### config.mk
export PLATFORM = sky130hd
export DESIGN_NAME = fp_norm_pipe
export DESIGN_NICKNAME = d
export VERILOG_FILES = /design/src/rtl/fp_norm_pipe.sv
export SDC_FILE = /design/constraint.sdc
export NUM_CORES = 1
export LEC_CHECK = 0
export CAP_MARGIN = 20
export CORE_MARGIN = 5
export CORE_UTILIZATION = 25
export DETAILED_ROUTE_END_ITERATION = 6
export GPL_ROUTABILITY_DRIVEN = 0
export GPL_TIMING_DRIVEN = 0
export HOLD_SLACK_MARGIN = 0.12
export PLACE_DENSITY = 0.48
export SYNTH_ARGS = -nofsm -noshare
export SYNTH_HDL_FRONTEND = slang
export SYNTH_SLANG_ARGS = --single-unit
### constraint.sdc
create_clock -name clk -period 8.8 [get_ports clk]
set_input_delay 1.32 -clock clk [delete_from_list [all_inputs] [get_ports clk]]
set_output_delay 1.32 -clock clk [all_outputs]
set_load 0.02 [all_outputs]
### src/rtl/fp_norm_pipe.sv
// rtl/fp_norm_pipe.sv - pipelined leading-zero mantissa normaliser with optional exponent floor
module fp_norm_pipe #(
    parameter int WIDTH = 24,
    parameter int EXP_W = 8,
    parameter int SA_W  = $clog2(WIDTH)
) (
    input  logic             clk,
    input  logic             rst_n,
    input  logic             in_valid,
    output logic             in_ready,
    input  logic [WIDTH-1:0] in_mant,
    input  logic [EXP_W-1:0] in_exp,
    input  logic             in_lim,
    output logic             out_valid,
    input  logic             out_ready,
    output logic [WIDTH-1:0] out_mant,
    output logic [EXP_W-1:0] out_exp,
    output logic [SA_W-1:0]  out_sa,
    output logic             out_zero,
    output logic             out_denorm,
    output logic             out_uflow
);
    localparam int CW = (EXP_W > SA_W) ? EXP_W : SA_W;

    logic             cap_zero;
    logic [EXP_W-1:0] cap_exp;
    logic [SA_W-1:0]  cap_budget;
    logic [CW-1:0]    exp_floor;
    logic [SA_W-1:0]  vld;
    logic [SA_W-1:0]  ld;
    logic             nxt_rdy;

    // A zero mantissa gets a zero budget so no stage ever shifts it.
    always_comb begin
        cap_zero  = ~|in_mant;
        cap_exp   = cap_zero ? '0 : in_exp;
        exp_floor = (in_exp == '0) ? '0 : CW'(in_exp) - CW'(1);
        if (cap_zero)
            cap_budget = '0;
        else if (!in_lim)
            cap_budget = '1;
        else if (exp_floor > CW'({SA_W{1'b1}}))
            cap_budget = '1;
        else
            cap_budget = exp_floor[SA_W-1:0];
    end

    always_comb begin
        nxt_rdy = out_ready;
        for (int k = 0; k < SA_W; k++) begin
            ld[k]   = ~vld[k] | nxt_rdy;
            nxt_rdy = ld[k];
        end
    end

    assign in_ready = ld[SA_W-1];

    for (genvar k = 0; k < SA_W; k++) begin : g_stage
        localparam int SH = 1 << k;

        logic             up_v, up_zero, up_lim;
        logic [WIDTH-1:0] up_mant;
        logic [EXP_W-1:0] up_exp;
        logic [SA_W-1:0]  up_sa, up_budget;
        logic             do_shift;
        logic             v_d, v_q, zero_d, zero_q;
        logic [WIDTH-1:0] mant_d, mant_q;
        logic [EXP_W-1:0] exp_d, exp_q;
        logic [SA_W-1:0]  sa_d, sa_q;

        if (k == SA_W-1) begin : g_src
            assign up_v      = in_valid;
            assign up_mant   = in_mant;
            assign up_exp    = cap_exp;
            assign up_sa     = '0;
            assign up_budget = cap_budget;
            assign up_zero   = cap_zero;
            assign up_lim    = in_lim;
        end else begin : g_src
            assign up_v      = g_stage[k+1].v_q;
            assign up_mant   = g_stage[k+1].mant_q;
            assign up_exp    = g_stage[k+1].exp_q;
            assign up_sa     = g_stage[k+1].sa_q;
            assign up_budget = g_stage[k+1].g_carry.budget_q;
            assign up_zero   = g_stage[k+1].zero_q;
            assign up_lim    = g_stage[k+1].g_carry.lim_q;
        end

        always_comb begin
            do_shift = (up_mant[WIDTH-1 -: SH] == '0) && (up_budget >= SA_W'(SH));
            v_d      = up_v;
            zero_d   = up_zero;
            mant_d   = up_mant;
            exp_d    = up_exp;
            sa_d     = up_sa;
            if (do_shift) begin
                mant_d = up_mant << SH;
                exp_d  = up_exp - EXP_W'(SH);
                sa_d   = up_sa | SA_W'(SH);
            end
        end

        always_ff @(posedge clk or negedge rst_n) begin
            if (!rst_n) begin
                v_q    <= 1'b0;
                zero_q <= 1'b0;
                mant_q <= '0;
                exp_q  <= '0;
                sa_q   <= '0;
            end else if (ld[k]) begin
                v_q <= v_d;
                if (v_d) begin
                    zero_q <= zero_d;
                    mant_q <= mant_d;
                    exp_q  <= exp_d;
                    sa_q   <= sa_d;
                end
            end
        end

        assign vld[k] = v_q;

        if (k > 0) begin : g_carry
            logic [SA_W-1:0] budget_d, budget_q;
            logic            lim_q;

            always_comb budget_d = do_shift ? up_budget - SA_W'(SH) : up_budget;

            always_ff @(posedge clk or negedge rst_n) begin
                if (!rst_n) begin
                    budget_q <= '0;
                    lim_q    <= 1'b0;
                end else if (ld[k] && v_d) begin
                    budget_q <= budget_d;
                    lim_q    <= up_lim;
                end
            end
        end else begin : g_flags
            logic [EXP_W-1:0] orig_exp;
            logic             denorm_d, denorm_q, uflow_d, uflow_q;

            // Original exponent is rebuilt exactly, since the wrapped subtraction is invertible.
            always_comb begin
                orig_exp = exp_d + EXP_W'(sa_d);
                denorm_d = ~zero_d & ~mant_d[WIDTH-1];
                uflow_d  = ~up_lim & ~zero_d & (CW'(sa_d) > CW'(orig_exp));
            end

            always_ff @(posedge clk or negedge rst_n) begin
                if (!rst_n) begin
                    denorm_q <= 1'b0;
                    uflow_q  <= 1'b0;
                end else if (ld[k] && v_d) begin
                    denorm_q <= denorm_d;
                    uflow_q  <= uflow_d;
                end
            end
        end
    end

    assign out_valid  = g_stage[0].v_q;
    assign out_mant   = g_stage[0].mant_q;
    assign out_exp    = g_stage[0].exp_q;
    assign out_sa     = g_stage[0].sa_q;
    assign out_zero   = g_stage[0].zero_q;
    assign out_denorm = g_stage[0].g_flags.denorm_q;
    assign out_uflow  = g_stage[0].g_flags.uflow_q;
endmodule

==> results.md <==
* Synth Flop Type: dfrtp_1
* Unrepaired setup endpoints after global routing: no
* Register-to-Register Path Depth at 18
* Tot Pwr at 3.77 mW
* Post-Synthesis Cells at 958
* Worst hold stages at 2
* Status: complete, no violations
* ANT nets after route at 0
* Die extent in x at 209 um
* Vias in the first global route at 7317
* IO Port Bufs at 77
* YS warnings at 0
* Max-slew violations at 0
* Num rows at 72
* Final cell count without fillers at 1599
* Core area at 0.0388 mm2
* Vias at 7029
* Detailed-route wire length per cell at 15.3 um
* Routed wire length at 24.5 mm
* Clock Root Buffer: clkbuf_16
* R2R setup slack at 4.34 ns
* Hold WC Path Type: reg2reg
* Worst-Skew Late Latency at 0.52 ns
* Main combinational cell family by area after synthesis: simple AND/OR/NAND/NOR gates
* Mapped Area at 0.00987 mm2
* Initial Utilization at 25.4%
* Pre-Repair DR Iteration Count at 4
* Fmax at 224 MHz
* # resized after CTS at 0
* First-pass GRT wire length at 40.8 mm
* Placed Cells at 1554
* Compound-Gate Fraction of Synth Area at 13.2%
* Final min period at 4.46 ns
* Max Clock Skew at 0.0244 ns
* Pin count of the biggest net entering global routing at 120
* Final nets at 1123
* Crit path DAT at 4.87 ns
* Clock share of power at 29.3%
* Gr usage total at 11.2%
* Power per standard cell area at 309 mW/mm2
* DIE HEIGHT at 209 um
* Slew HR at 35.7%
* Antenna violations before repair at 0
* Post-DP HPWL at 18.7 mm
* Violation count after the first detailed-routing iteration at 293
* Synth cell types at 63
* Overflow after GRT at 0
* Hold-fix buffers, CTS at 0
* Mean Syn Cell Area at 10.3 um2
* N_diodes at 0
* Die area at 0.0435 mm2
* Layout cell share with drive strength beyond 1 at 9.25%
* Sequential share of power at 39.5%
* Leak at 5.29 nW
* Simple-gate share of the synthesized area at 13.2%
* H-tree levels at 1
* Sw Ratio at 33.9%
* CP Class: reg2reg
* Yosys reg bits at 211
* Worst Setup End Kind: flip-flop
* Setup_tns at 0 ns
* Post-synth EDFFs at 0
* Startpoint types: flip-flop
* Adder-Cell Fraction of Synth Area at 2.99%
* P_int at 2.49 mW
* Setup bufs post-CTS at 0
* Final Cycle Share at 50.7%
* Mux cell area share after synthesis at 11.0%
* Comb power frac at 31.2%
* Critical path fanouts, max at 11
* Final Hold Viols at 0
* Sequential fraction of the synthesis area at 53.5%
* Synth Net Count at 1018
* Layout Utilization at 31.5%
* CTS Buffer Depth at 3
* DRC at 0
* Max cap viols at 0
* Layout overhead on the synthesized area at 23.8%
* Worst Path Required at 9.21 ns
* IO Pins at 79
* Fill count at 4050
* Fraction of synthesized cell area in xor and xnor cells at 2.84%
* Ys async rst share at 100%
* Vias/cell at 4.40
* Peak VDD IR at 116 uV
* Clock Sinks at 211
* Clk pin slew, worst setup/hold paths at 0.06 ns
* CTS tree: done
* Sw Pwr at 1.28 mW
* Final Setup Violations at 0
* Worst-margin pin slew at 0.954 ns
* Inserted Clock Buffers at 25
[worst max-delay path: stages, from the launching register on]
cell and delay (ns):
dfrtp_1 0.37, nor4_1 0.55, a21oi_1 0.15, buf_2 0.22, buf_1 0.34, ha_1 0.36
inv_1 0.08, fa_1 0.21, inv_1 0.05, a21o_1 0.19, a21oi_1 0.17, xor2_1 0.16
ha_1 0.25, and3_1 0.18, and3_1 0.18, a2111oi_0 0.43, nor2b_1 0.20, o2111ai_1 0.12
o311ai_1 0.12
[state kept, by name, indices dropped and copies added, names as in the netlist]
| register | count |
|---|---|
| out_mant | 24 |
| out_sa | 5 |
| g_stage.up_mant | 96 |
| g_stage.up_sa | 10 |
| out_valid | 1 |
| g_stage.up_exp | 32 |
| out_denorm | 1 |
| out_uflow | 1 |
| g_stage.up_budget | 20 |
| g_stage.up_zero | 4 |
| out_exp | 8 |
| out_zero | 1 |
| g_stage.up_v | 4 |
| g_stage.up_lim | 4 |
[logic make-up (layout without fill, tap and decap cells)]
| kind of cell | after synthesis | in the layout |
|---|---|---|
| AND/OR/NAND/NOR | 288 | 288 |
| flip-flops | 211 | 211 |
| multiplexers | 105 | 105 |
| buffers and inverters | 77 | 200 |
| XOR/XNOR | 32 | 32 |
| AO/OA/AOI/OAI | 222 | 222 |
| adder cells (fa/ha/maj) | 23 | 23 |
[power groups by stage]
stage | Clock (mW) | Combinational [mW] | Sequential, mW
floorplan | 0 | 0.722 | 1.52
global placement | 0 | 1.18 | 1.51
detailed placement | 0 | 1.20 | 1.52
CTS | 1.13 | 1.20 | 1.50
global route | 1.18 | 1.33 | 1.53
finish | 1.10 | 1.18 | 1.49
[cells in the mapped netlist (all sizes together), types with 3 or more instances]
master,number,area (um2)
mux2i,74,741
and3,4,25.0
nor4,16,113
a31oi,3,18.8
mux2,31,349
a22o,20,175
nor2b,4,25.0
ha,22,275
a21oi,33,165
nor3,5,30.0
o211ai,6,45.0
inv,23,86.3
o311ai,3,26.3
clkbuf,36,135
xnor2,19,166
or2,7,43.8
and2,4,27.5
a21o,3,22.5
or3,4,26.3
nand3,5,25.0
o221a,3,33.8
nand2b,7,43.8
o21ai,137,686
dfrtp,211,5280
nand2,195,732
xor2,13,114
buf,18,95.1
nor2,23,88.8
[metrics by stage]
stage | area [um2] | hold WS [ns] | worst slack [ns]
after floorplan | 9870 | 0.442 | 4.96
after global placement | 11300 | 0.462 | -2.74
after detailed placement | 11300 | 0.470 | 4.35
after CTS | 12200 | 0.482 | 4.32
after global routing | 12200 | 0.497 | 3.88
final | 12200 | 0.472 | 4.34
[layout make-up]
| type | instances | area, um2 | share of cell area (%) |
|---|---|---|---|
| clock inverter | 7 | 139 | 1.14 |
| clock buffer | 38 | 754 | 6.18 |
| multi-input combinational | 670 | 4270 | 35.0 |
| inverter | 23 | 86.3 | 0.707 |
| timing repair buffer | 78 | 803 | 6.58 |
| sequential | 211 | 5280 | 43.2 |
| buffer | 54 | 230 | 1.89 |
| tap | 518 | 648 | 5.31 |
[path summary, 6_finish.rpt]
| kind | to | startpoint |
|---|---|---|
| max | out_uflow | g_stage[0].up_budget[2] |
| min | out_exp[7] | out_exp[7] |
| max reg2reg | out_uflow | g_stage[0].up_budget[2] |
| min reg2reg | out_exp[7] | out_exp[7] |
| max in group asynchronous | g_stage[2].up_budget[4] | rst_n |
| min in group asynchronous | out_zero | rst_n |
[layout by cell type (no fill, tap or decap), drive strengths merged, types with 6 or more instances in the layout]
cell and count:
clkdlybuf4s50 76, nor4 16, mux2 31, xnor2 19, a21oi 33, clkbuf 74
ha 22, inv 24, nor2 23, nand2b 7, dfrtp 211, or2 7
mux2i 74, nand2 195, buf 20, a22o 20, xor2 13, o21ai 137
o211ai 6
[metal layers]
metal | global-route usage (%) | wire [um] | vias up
li1 | - | - | 3558
met3 | 1.83 | 846 | 26
met5 | 0 | 0 | -
met1 | 16.8 | 12600 | 3333
met2 | 17.4 | 10700 | 112
met4 | 1.82 | 314 | 0
Power figures use the tool's default switching activity.
